$ cat src/rtl/disp_pkg.sv
// Shared types and constants for the seven-segment binary-to-digit converter.
package disp_pkg;

    typedef enum logic [1:0] {
        IDLE  = 2'd0,
        SHIFT = 2'd1,
        DONE  = 2'd2
    } state_e;

    localparam int DIGITS      = 4;
    localparam int BCD_NIBBLES = 5;
    localparam int SHIFT_STEPS = 16;
    localparam int CNT_W       = 5;

    localparam logic [3:0] SAT_DIGIT = 4'd9;

endpackage

$ cat src/rtl/dd_nibble_adjust.sv
// Double-dabble correction: a BCD nibble of 5 or more gets +3 before the shift.
module dd_nibble_adjust (
    input  logic [3:0] nib_i,
    output logic [3:0] nib_o
);

    assign nib_o = (nib_i >= 4'd5) ? (nib_i + 4'd3) : nib_i;

endmodule

$ cat src/rtl/disp_bcd_converter.sv
// Converts a 16-bit value into four display digits, either as a hex split or
// via a serial double-dabble; digits hold steady until the next result load.
module disp_bcd_converter
    import disp_pkg::*;
#(
    parameter int WIDTH    = 16,
    parameter bit SATURATE = 1'b1
) (
    input  logic             clk,
    input  logic             reset_n,
    input  logic             start,
    input  logic             hex_mode,
    input  logic [WIDTH-1:0] value,
    output logic             busy,
    output logic             done,
    output logic             ovf,
    output logic [3:0]       dig3,
    output logic [3:0]       dig2,
    output logic [3:0]       dig1,
    output logic [3:0]       dig0
);

    if (WIDTH != 16) begin : g_width_check
        $error("disp_bcd_converter: WIDTH must be 16");
    end

    state_e                   state_q, state_d;
    logic [WIDTH-1:0]         sreg_q, sreg_d;
    logic [4*BCD_NIBBLES-1:0] bcd_q, bcd_d, bcd_adj, bcd_shift;
    logic [CNT_W-1:0]         cnt_q, cnt_d;
    logic [4*DIGITS-1:0]      dig_q, dig_d;
    logic                     ovf_q, ovf_d;

    for (genvar n = 0; n < BCD_NIBBLES; n++) begin : g_adj
        dd_nibble_adjust u_adj (
            .nib_i (bcd_q[4*n +: 4]),
            .nib_o (bcd_adj[4*n +: 4])
        );
    end

    assign bcd_shift = {bcd_adj[4*BCD_NIBBLES-2:0], sreg_q[WIDTH-1]};

    always_comb begin
        state_d = state_q;
        sreg_d  = sreg_q;
        bcd_d   = bcd_q;
        cnt_d   = cnt_q;
        dig_d   = dig_q;
        ovf_d   = ovf_q;
        unique case (state_q)
            IDLE: begin
                if (start) begin
                    if (hex_mode) begin
                        dig_d   = value;
                        ovf_d   = 1'b0;
                        state_d = DONE;
                    end else begin
                        sreg_d  = value;
                        bcd_d   = '0;
                        cnt_d   = '0;
                        state_d = SHIFT;
                    end
                end
            end
            SHIFT: begin
                sreg_d = sreg_q << 1;
                bcd_d  = bcd_shift;
                cnt_d  = cnt_q + 1'b1;
                // The final step loads the result straight from the shifted value.
                if (cnt_q == CNT_W'(SHIFT_STEPS - 1)) begin
                    state_d = DONE;
                    if (bcd_shift[4*BCD_NIBBLES-1 -: 4] != 4'd0) begin
                        ovf_d = 1'b1;
                        dig_d = SATURATE ? {DIGITS{SAT_DIGIT}} : bcd_shift[4*DIGITS-1:0];
                    end else begin
                        ovf_d = 1'b0;
                        dig_d = bcd_shift[4*DIGITS-1:0];
                    end
                end
            end
            DONE: state_d = IDLE;
            default: state_d = IDLE;
        endcase
    end

    always_ff @(posedge clk or negedge reset_n) begin
        if (!reset_n) begin
            state_q <= IDLE;
            sreg_q  <= '0;
            bcd_q   <= '0;
            cnt_q   <= '0;
            dig_q   <= '0;
            ovf_q   <= 1'b0;
        end else begin
            state_q <= state_d;
            sreg_q  <= sreg_d;
            bcd_q   <= bcd_d;
            cnt_q   <= cnt_d;
            dig_q   <= dig_d;
            ovf_q   <= ovf_d;
        end
    end

    assign busy = (state_q != IDLE);
    assign done = (state_q == DONE);
    assign ovf  = ovf_q;
    assign dig3 = dig_q[15:12];
    assign dig2 = dig_q[11:8];
    assign dig1 = dig_q[7:4];
    assign dig0 = dig_q[3:0];

endmodule

$ cat config.mk
export PLATFORM = sky130hd
export DESIGN_NAME = disp_bcd_converter
export DESIGN_NICKNAME = d
export VERILOG_FILES = /design/src/rtl/disp_pkg.sv /design/src/rtl/dd_nibble_adjust.sv /design/src/rtl/disp_bcd_converter.sv
export SDC_FILE = /design/constraint.sdc
export NUM_CORES = 1
export LEC_CHECK = 0
export CAP_MARGIN = 5
export CORE_ASPECT_RATIO = 1.2
export CORE_MARGIN = 4
export CORE_UTILIZATION = 60
export DETAILED_ROUTE_END_ITERATION = 16
export HOLD_SLACK_MARGIN = 0.15
export PLACE_DENSITY = 0.85
export SLEW_MARGIN = 20
export SYNTH_ARGS = -nofsm -noshare
export SYNTH_HDL_FRONTEND = slang
export SYNTH_HIERARCHICAL = 1
export SYNTH_SLANG_ARGS = --single-unit
$ cat constraint.sdc
create_clock -name clk -period 3.6 [get_ports clk]
set_input_delay 1.08 -clock clk [delete_from_list [all_inputs] [get_ports clk]]
set_output_delay 1.08 -clock clk [all_outputs]
set_load 0.02 [all_outputs]
==> reports/qor.csv <==
stage;metric;value;unit
floorplan;initial_core_util;0.622;
timing;setup_viol;0;
yosys;ys_warn_count;6;
hold_path;hp-class;flip-flop to flip-flop;
place;dp.cells;376;
floorplan;ios;39;
power;cellPowerDensity;1040;nW/µm²
worst_setup_path;path_cells;or2_2 > clkdlybuf4s50_1;
yosys;syn_area_per_cell;11.5;µm²
place;io_buffers;38;
route;avgRoutedWirePerCell;20.2;µm
worst_setup_path;endpoint_kind;primary output;
layout;fin_nets;357;
clock_tree;cts.repair.resized;0;
clock_tree;htree_levels;3;
worst_setup_path;critical_path_class;flip-flop to primary output;
layout;final_common_cell;dfrtp_1;
timing;fin_ws;0.852;ns
floorplan;rows;29;
route;drt_pass1_iterations;5;
power;switchingPower;1.64;mW
clock_tree;clockRootBuffer;clkbuf_8;
clock_tree;cts_tree;built;
yosys;synth_area;3290;µm²
timing;rsz0062_at_grt;no;
timing;fmax;364;MHz
timing;drv_slew;0;
route;avgViaCountPerCell;6.39;
layout;mostFrequentLayoutCells;dfrtp_1, clkdlybuf4s50_1, nand2_1, a22o_1;
global_route;antenna_found_initial;0;
route;detailedRoute.firstIterationViolations;198;
route;ant_nets;0;
clock_tree;cts_hold_buf;0;
layout;fin_area;3950;µm²
timing;period_share;0.763;
yosys;synth.net_count;318;
clock_tree;cts_buffers;9;
worst_setup_path;r2r_start;bcd_q[16];
worst_setup_path;slowest_stage;clkdlybuf4s50_1;
timing;finalHoldViolCount;0;
floorplan;dieArea;6740;µm²
yosys;netlist_instances;286;
power;p_int;2.48;mW
power;p_clk_frac;0.179;
global_route;grt_overflow;0;
place;place_area;3710;µm²
power;seqPwrFrac;0.301;
floorplan;die_x;75.6;µm
floorplan;die_h;89.2;µm
worst_setup_path;slowest_delay;0.54;ns
timing;whs;0.506;ns
clock_tree;clock_sinks;60;
route;finalWirelength;7900;µm
hold_path;timing.hold.worst.start;bcd_q[17];
global_route;grt_max_degree;41;
timing;fin_skew;0.00646;ns
worst_setup_path;crit_arrival;1.67;ns
layout;syn2layout_area_growth;20.0;%
layout;final_util;0.746;
power;peakVddDrop;0.000600;V
global_route;grt_usage;0.263;
timing;worst_pin_slew;0.738;ns
layout;drive_gt1_frac;0.176;
place;place_congestion;0.751;
place;pre_cts_ws;0.853;ns
clock_tree;cts.path.max_buffers;2;
power;comb_power_share;0.521;
power;p_leak;1.77;nW
worst_setup_path;required;2.52;ns
layout;final_cells;391;
clock_tree;cts_setup_buffers;0;
route;num_vias;2497;
power;finalPower;4.12;mW
clock_tree;clock_latency;0.34;ns
place;dp_hpwl;5040;µm
layout;diodes;0;
timing;relSlewSlack;0.506;
worst_setup_path;crit_fanout;7;
worst_setup_path;startpoint_type;flip-flop;
global_route;grt_pass1_vias;2644;
clock_tree;clk_pin_slew;0.07;ns
global_route;grt_pass1_wl;13000;µm
run;cap_violations;0;
floorplan;core;5300;µm²
worst_setup_path;critPathLaunch;state_q[0];
run_status;status;finished, final reports clean;
timing;setup-tns-final;0;ns
timing;period_needed;2.75;ns
power;swShare;0.398;
route;drc;0;
## cell type report
cell class / instances / area (µm²)
clock inverter: 5 / 100
sequential: 60 / 1500
tap: 62 / 77.6
clock buffer: 10 / 138
timing repair buffer: 46 / 448
inverter: 13 / 48.8
fill: 352 / 1350
multi-input combinational: 195 / 1640
## power by group through the flow
| stage | sequential (mW) | combinational, mW | clock (mW) |
|---|---|---|---|
| global placement | 1.22 | 2.02 | 0 |
| floorplan | 1.28 | 1.46 | 0 |
| CTS | 1.23 | 2.14 | 0.747 |
| detailed placement | 1.23 | 2.10 | 0 |
| finish | 1.24 | 2.15 | 0.736 |
| global route | 1.27 | 2.32 | 0.783 |
## state kept, by name, summed over array words and instances (netlist names)
name / count
state_q: 2
ovf: 1
sreg_q: 16
bcd_q: 20
dig_q: 16
cnt_q: 5
## worst paths after layout
check,endpoint,slack [ns],cells after the start
worst max-delay path,busy,0.85,2
max in group asynchronous,ovf,2.18,2
worst max register to register,dig_q[15],1.24,7
min in group asynchronous,bcd_q[11],0.72,1
worst min register to register,bcd_q[17],0.51,1
worst min-delay path,bcd_q[17],0.51,1
## worst max-delay path: cells and delay by family (launching register included)
family                 cells  cell delay [ns]
flip-flops                 1             0.47
buffers and inverters      1             0.54
AND/OR/NAND/NOR            1             0.32
## per-layer routing
layer	vias up	part of all wire	GRT usage
met5	-	0	0
met4	0	0.026	0.132
met3	22	0.048	0.0675
met2	87	0.52	0.446
met1	1271	0.41	0.305
li1	1117	-	-
Note: power is estimated with default switching activity, not from simulation.
